### src/rtl/reg_file_sb.sv
// reg_file_sb: register file with bypass network and load-pending scoreboard.
// Ports: ra/ra_need/rd read ports, byp_* bypass stages, we/wa/wd/wb_load write port,
//   dec_* decode info, issue, stall request, pending scoreboard, stall_cnt counter.
module reg_file_sb #(
  parameter int DATA_W   = 32,
  parameter int NREGS    = 32,
  parameter int NRD      = 2,
  parameter int NBYP     = 3,
  parameter int ZERO_REG = 31,
  localparam int AW      = $clog2(NREGS)
) (
  input  logic                   clk,
  input  logic                   rst_n,
  input  logic [NRD*AW-1:0]      ra,
  input  logic [NRD-1:0]         ra_need,
  output logic [NRD*DATA_W-1:0]  rd,
  input  logic                   dec_wr,
  input  logic [AW-1:0]          dec_rc,
  input  logic                   dec_load,
  input  logic                   issue,
  input  logic [NBYP-1:0]        byp_valid,
  input  logic [NBYP*AW-1:0]     byp_addr,
  input  logic [NBYP-1:0]        byp_ready,
  input  logic [NBYP*DATA_W-1:0] byp_data,
  input  logic                   we,
  input  logic [AW-1:0]          wa,
  input  logic [DATA_W-1:0]      wd,
  input  logic                   wb_load,
  output logic                   stall,
  output logic [NREGS-1:0]       pending,
  output logic [31:0]            stall_cnt
);

  // Storage covers every encodable address; slots at or above NREGS are
  // never written, so they read back as zero and never go pending.
  localparam int NSLOT = 1 << AW;
  localparam logic [NSLOT-1:0] VMASK =
    {NSLOT{1'b1}} >> (NSLOT - NREGS);
  localparam logic [AW-1:0] ZR = ZERO_REG[AW-1:0];

  logic [DATA_W-1:0] regs_q [NSLOT];
  logic [NSLOT-1:0]  pend_q;
  logic [NSLOT-1:0]  pend_d;
  logic [31:0]       cnt_q;
  logic [31:0]       cnt_d;
  logic [NRD-1:0]    haz;
  logic              waw;
  logic              ld_clr;

  assign ld_clr = we && wb_load;

  genvar gi;
  generate
    for (gi = 0; gi < NRD; gi++) begin : g_rd
      logic [AW-1:0]     a;
      logic [DATA_W-1:0] v;
      logic              hit;
      logic              bh;

      assign a = ra[gi*AW +: AW];

      always_comb begin
        v   = '0;
        hit = 1'b0;
        bh  = 1'b0;
        if (a != ZR) begin
          // Youngest matching stage wins; older stages are masked by hit.
          for (int j = 0; j < NBYP; j++) begin
            if (!hit && byp_valid[j] &&
                byp_addr[j*AW +: AW] == a) begin
              hit = 1'b1;
              if (byp_ready[j]) begin
                v = byp_data[j*DATA_W +: DATA_W];
              end else begin
                bh = 1'b1;
              end
            end
          end
          if (!hit) begin
            if (we && wa == a) begin
              v = wd;
            end else begin
              v = regs_q[a];
            end
            // A load landing this cycle resolves its own pending bit.
            if (pend_q[a] && !(ld_clr && wa == a)) begin
              bh = 1'b1;
            end
          end
        end
      end

      assign rd[gi*DATA_W +: DATA_W] = v;
      assign haz[gi] = ra_need[gi] && bh;
    end
  endgenerate

  assign waw = dec_wr && (dec_rc != ZR) && pend_q[dec_rc] &&
               !(ld_clr && wa == dec_rc);

  assign stall     = (|haz) || waw;
  assign pending   = pend_q[NREGS-1:0];
  assign stall_cnt = cnt_q;

  always_comb begin
    pend_d = pend_q;
    if (ld_clr && VMASK[wa]) begin
      pend_d[wa] = 1'b0;
    end
    // Set after clear so a same-register set wins.
    if (issue && !stall && dec_wr && dec_load &&
        dec_rc != ZR && VMASK[dec_rc]) begin
      pend_d[dec_rc] = 1'b1;
    end
  end

  always_comb begin
    cnt_d = cnt_q;
    if (stall && cnt_q != 32'hFFFF_FFFF) begin
      cnt_d = cnt_q + 32'd1;
    end
  end

  always_ff @(posedge clk or negedge rst_n) begin
    if (!rst_n) begin
      for (int k = 0; k < NSLOT; k++) begin
        regs_q[k] <= '0;
      end
      pend_q <= '0;
      cnt_q  <= '0;
    end else begin
      if (we && wa != ZR && VMASK[wa]) begin
        regs_q[wa] <= wd;
      end
      pend_q <= pend_d;
      cnt_q  <= cnt_d;
    end
  end

endmodule
### config.mk
export PLATFORM = sky130hd
export DESIGN_NAME = reg_file_sb
export DESIGN_NICKNAME = d
export VERILOG_FILES = /design/src/rtl/reg_file_sb.sv
export SDC_FILE = /design/constraint.sdc
export NUM_CORES = 2
export LEC_CHECK = 0
export CAP_MARGIN = 5
export CORE_AREA = 2 2 460 462
export DETAILED_ROUTE_END_ITERATION = 8
export DIE_AREA = 0 0 462 464
export SLEW_MARGIN = 10
export SYNTH_ARGS = -nofsm -noshare
export SYNTH_HDL_FRONTEND = slang
export SYNTH_SLANG_ARGS = --single-unit
### constraint.sdc
create_clock -name clk -period 11.25 [get_ports clk]
set_input_delay 3.375 -clock clk [delete_from_list [all_inputs] [get_ports clk]]
set_output_delay 3.375 -clock clk [all_outputs]
set_load 0.01 [all_outputs]
* After elaboration in Yosys (flattened, before gate mapping)
Memory sizes are Yosys's and may differ from the RTL's.
Cells that the tools add are included.
** Storage, ports and cells
- ROM bits :: 64
- Logic and storage cells :: 181
- Register bits after elaboration :: 1088
- Output and inout port bits :: 129
- Input bits :: 178
- Memories :: 2
** Operators by class
- Bitwise gates (word level) :: 6
- Eq/ne operators :: 14
- Mux-type cells :: 69
- Magnitude comparators :: 10
- Reduce and logical (&&, ||, !) cells :: 45
- $add $sub $neg :: 1
** Memories
- (no name shown) :: words 32, width 1, read ports 1, clocked after memory_dff 0, wr ports 0, RTL line 132 : if (we && wa != ZR && VMASK[wa]) begin
- (no name shown) :: words 32, width 1, read ports 1, clocked after memory_dff 0, wr ports 0, RTL line 112 : dec_rc != ZR && VMASK[dec_rc]) begin
** Operators with widths (count)
- bitwise mux 1024 bit :: 1
- two-way mux 32 bit :: 24
- binary-select mux 32 bit (select 5 bit) :: 2
- demux 32 bit (select 5 bit) :: 1
- == test 5 bit :: 9
- two-way mux 1 bit :: 36
- logical AND 1 bit :: 35
- adder 32 x 1 -> 32 bit, second input constant :: 1
- bitwise AND 32 bit :: 1
- inequality test 32 bit, second input constant :: 1
- inverter 32 bit :: 1
- OR 32 bit :: 1
- < comparator 5 x 6 -> 1 bit, second input constant :: 4
- inequality test 5 bit, second input constant :: 4
- greater-or-equal comparator 6 bit, second input constant :: 3
- inverter 5 -> 6 bit :: 3
- binary-select mux 1 bit (select 5 bit) :: 3
- demux 1 bit (select 5 bit) :: 2
- greater-or-equal comparator 5 x 1 -> 1 bit, second input constant :: 2
- logical NOT 1 bit :: 8
- < comparator 6 x 1 -> 1 bit, second input constant :: 1
- OR reduction 2 bit :: 1
- logical OR 1 bit :: 1

* Depth between registers and ports, before layout
- Depth after elaboration :: 26
- Gate-level depth with buffers :: 13
- Depth with buffers taken out :: 9

* Worst setup path after synthesis
OpenSTA, ideal clock, no wires.
- Path type :: in2out
- Start :: in ra[7]
- End :: out rd[61]
- Data arrival time :: 5741 ps
- Cell stages on the path :: 11
- Required time :: 7875 ps
- Slack :: 2134 ps
- Path buffers :: 5
- Cell sequence :: buf_4 buf_6 clkbuf_1 clkbuf_1 buf_1 mux4_2 mux4_2 mux2i_1 nand2_1 o211ai_1 a21oi_1
** On the way
- Longest elaborated chain between the ends :: 16
- Elaborated cells between the ends (all ways) :: 31
- Those cells by class :: eq/ne: 5; mux: 17; bitwise: 1; reduce/logical: 8
** Ends and longest elaborated chain
- from (decl) :: RTL line 14 : input logic [NRD*AW-1:0] ra,
- == test 5 bit :: RTL line 70 : byp_addr[j*AW +: AW] == a) begin
- logical AND 1 bit :: RTL line 69 : if (!hit && byp_valid[j] &&
- two-way mux 1 bit :: RTL line 69
- two-way mux 1 bit :: RTL line 66 : if (a != ZR) begin
- logical NOT 1 bit :: RTL line 69
- logical AND 1 bit (2 in a row) :: RTL line 69
- two-way mux 1 bit :: RTL line 69
- two-way mux 1 bit :: RTL line 66
- logical NOT 1 bit :: RTL line 69
- logical AND 1 bit (2 in a row) :: RTL line 69
- two-way mux 1 bit :: RTL line 69
- two-way mux 1 bit :: RTL line 66
- two-way mux 32 bit :: RTL line 79 : if (!hit) begin
- two-way mux 32 bit * :: RTL line 66
- to (decl) :: RTL line 16 : output logic [NRD*DATA_W-1:0] rd,
Every way passes the cells marked *; elsewhere a longest branch is shown, timed or not. The select of a mux whose other input is x is not followed.

* Final worst setup path
- Start :: in byp_addr[5]
- End :: out rd[5]
** On the way
- Longest elaborated chain between the ends :: 11
- Elaborated cells between the ends (all ways) :: 14
- Those cells by class :: eq/ne: 1; mux: 9; reduce/logical: 4
** Ends and longest elaborated chain
- from (decl) :: RTL line 22 : input logic [NBYP*AW-1:0] byp_addr,
- == test 5 bit * :: RTL line 70
- logical AND 1 bit * :: RTL line 69
- two-way mux 1 bit :: RTL line 69
- two-way mux 1 bit :: RTL line 66
- logical NOT 1 bit :: RTL line 69
- logical AND 1 bit (2 in a row) :: RTL line 69
- two-way mux 1 bit :: RTL line 69
- two-way mux 1 bit :: RTL line 66
- two-way mux 32 bit * :: RTL line 79
- two-way mux 32 bit * :: RTL line 66
Marked as above.

==> results.tsv <==
stage	metric	value	unit
run_status	status	complete, no violations	
final_layout	final_cell_mix	dfrtp_1, mux2_2, mux4_2, clkdlybuf4s50_1, nand2_1	
sta	drv_slew	0	
grt	track_usage	0.1894	
place	gp_congestion	0.8323	
power_and_ir_drop	power_density	170.1	mW/mm2
sta	hold_ws	0.3914	ns
routing	wire_per_inst	29.32	um
sta	max_slew_margin	0.1917	
routing	initialDrtViolationCount	3715	
power_and_ir_drop	p_leak	0.02908	uW
grt	grt_pass1_vias	40900	
floorplanning	dieHeight	464	um
sta	fin_crit_sh	0.9499	
sta	tns	0	ns
grt	grt_pass1_wl	297700	um
routing	drc	0	
cts	clockBufferDepth	3	
synthesis	syn-num-nets	4218	
cts	cts_hold_buf	0	
power_and_ir_drop	ir_drop	0.1242	mV
sta	finalSetupViolCount	0	
final_layout	fin_cells	7019	
routing	vias	39520	
place	placed_area	0.06663	mm2
setup_path	cp-end-kind	output port	
cts	cts_root_buf	clkbuf_16	
synthesis	synth_area_per_cell	14.95	um2
routing	drtPass1Iterations	6	
sta	fmax	93.57	MHz
synthesis	ys_ff_latch	1088	
setup_path	worst-path-buf-inv	3	
floorplanning	core	0.2092	mm2
routing	via_per_inst	5.630	
job	cap_violations	0	
setup_path	reg2reg_from	pending[14]	
cts	clock_latency	0.73	ns
hold_path	min_path_type	flop to flop	
synthesis	yosysWarningCount	0	
cts	cts.sinks	1088	
setup_path	crit_fanout	10	
floorplanning	die_area	0.2144	mm2
floorplanning	num_rows	168	
sta	tightest_slew	1.212	ns
synthesis	ys_seq_area_frac	0.4508	
sta	fin_skew	0.01211	ns
routing	ant_nets	0	
cts	numCtsBuffers	113	
place	placed_cells	6811	
synthesis	syn-instance-count	4039	
synthesis	synthFlopType	dfrtp_1	
floorplanning	fp.dieW	462	um
synthesis	synth-edff-count	0	
final_layout	finalNetCount	4300	
final_layout	area_delta_synth_final	16.85	%
routing	totalWireLength	205800	um
sta	hold_violations	0	
grt	overflow	0	
setup_path	max_stage_delay	0.76	ns
synthesis	async_flop_share	1.000	
power_and_ir_drop	finalPower	12000	uW
sta	final.min_clock_period	10.69	ns
setup_path	cp.required	7.88	ns
final_layout	drive_gt1_frac	0.4853	
setup_path	cp_cell_sequence	clkdlybuf4s50_1 -> xor2_1 -> nor4_1 -> and3_1 -> nor2_1 -> nand2_1 -> o21ai_0 -> a221oi_1 -> a211oi_1 -> buf_4 -> clkdlybuf4s50_1	
grt	grt_max_degree	172	
cts	post_cts_buffers	0	
setup_path	crit_slowest_cell	a221oi_1	
cts	cts_htree_levels	3	
final_layout	fin_area	0.07057	mm2
setup_path	path_delay_family	simple AND/OR/NAND/NOR gates	
setup_path	start_kind	input port	
place	dp_hpwl	123000	um
final_layout	final_common_cell	dfrtp_1	
setup_path	worstSetupPathType	input port to output port	
setup_path	cp_common_cell	clkdlybuf4s50_1	
floorplanning	top_level_ports	307	
synthesis	synth_cell_type_count	53	
setup_path	crit_start	byp_addr[5]	
synthesis	synth_area	0.06039	mm2
place	io_buffers	306	
sta	rsz0062_at_grt	false	
hold_path	holdCritStartpoint	regs_q[15]	
grt	grt_antenna_before_repair	14	
setup_path	arrival	7.31	ns
floorplanning	start_util	0.2887	
cts	cts_tree	yes	
cts	post_cts_resized	0	
cts	clk_pin_slew	0.05	ns
==> metal layers <==
| layer | up-vias | wire length (um) | global-route usage |
|---|---|---|---|
| met4 | 14 | 8240 | 0.07239 |
| met3 | 356 | 13080 | 0.03171 |
| met5 | - | 87 | 0 |
| met2 | 1508 | 99720 | 0.3125 |
| li1 | 15930 | - | - |
| met1 | 21710 | 84630 | 0.2481 |
==> report_power, final <==
part / switching, uW / total (uW) / internal (uW) / leakage (uW)
Clock: 1640 / 4020 / 2370 / 0.00197
Combinational: 1110 / 2820 / 1710 / 0.0131
Sequential: 538 / 5170 / 4630 / 0.0140
Total: 3290 / 12000 / 8720 / 0.0291
==> layout make-up <==
type	count	area (um2)
clock buffer	166	3465
tap	2805	3510
multi-input combinational	2474	31520
inverter	11	41.29
antenna	2	5.005
sequential	1088	27230
timing repair buffer	433	4297
clock inverter	40	500.5
fill	20040	138600
==> kinds of logic (layout without fill, tap and decap cells) <==
group,count (synthesis),count (layout),share of synthesized area
mux,1734,1734,0.4444
flops,1088,1088,0.4508
buf+inv,477,650,0.03180
compound gates,343,343,0.03626
simple gates,320,320,0.02544
xor+xnor,76,76,0.01102
fa+ha+maj,1,1,0.0002071
other cells,0,2,0
==> registers in the layout, summed over array words and instances, names as in the netlist <==
| signal | cells |
|---|---|
| stall_cnt | 32 |
| regs_q | 1024 |
| pending | 32 |
==> worst reg2reg max path: cells and delay by family, from the launching register on <==
kind                   cells  cell delay (ns)
multiplexers               2             0.77
AND/OR/NAND/NOR            3             1.00
buffers and inverters      2             0.30
flip-flops                 1             0.47
AO/OA/AOI/OAI              3             0.61
==> stage by stage <==
stage	setup slack [ns]	utilization
floorplan	2.134	-
global placement	0.5069	0.3186
detailed placement	0.5184	0.3186
CTS	0.5333	0.3375
global route	0.4584	0.3374
finish	0.5633	0.3374
==> synth_stat cells (2+ instances only) <==
library cell / number / area, um2
a311oi_1: 2 / 17.52
o21ai_0: 134 / 670.6
buf_1: 70 / 262.8
mux2i_1: 76 / 760.7
xnor2_1: 45 / 394.1
mux2_2: 999 / 11250
and3_1: 18 / 112.6
or3_1: 8 / 50.05
dfrtp_1: 1088 / 27230
nand3_1: 43 / 215.2
a31oi_1: 2 / 12.51
or3b_2: 2 / 17.52
a32o_1: 15 / 150.1
mux4_2: 658 / 14820
a21oi_1: 29 / 145.1
o211ai_1: 29 / 217.7
and2_1: 8 / 50.05
a211oi_1: 38 / 285.3
nor2_1: 31 / 116.4
buf_4: 4 / 30.03
a221oi_1: 39 / 341.6
inv_1: 10 / 37.54
nand2_1: 143 / 536.8
o311a_1: 2 / 20.02
and4_1: 3 / 26.28
clkbuf_1: 310 / 1164
buf_2: 80 / 400.4
nand2b_1: 9 / 56.30
nor3b_1: 2 / 15.01
nor4_1: 10 / 62.56
nand3b_1: 4 / 30.03
o21ai_1: 16 / 80.08
nor2b_1: 7 / 43.79
buf_6: 2 / 22.52
xor2_1: 31 / 271.5
nand4_1: 18 / 112.6
o22ai_1: 29 / 181.4
nor3_1: 10 / 50.05
==> path summary, 6_finish.rpt <==
path                               end  slack (ns)  cells past startpoint
hold reg to reg             regs_q[15]        0.39                      0
setup / recovery                 rd[5]        0.56                     11
min in group asynchronous  regs_q[183]        2.59                      1
max in group asynchronous  regs_q[771]        6.47                      3
hold / removal              regs_q[15]        0.39                      0
setup reg to reg            pending[4]        8.01                     10
(Power assumes the default switching activity.)
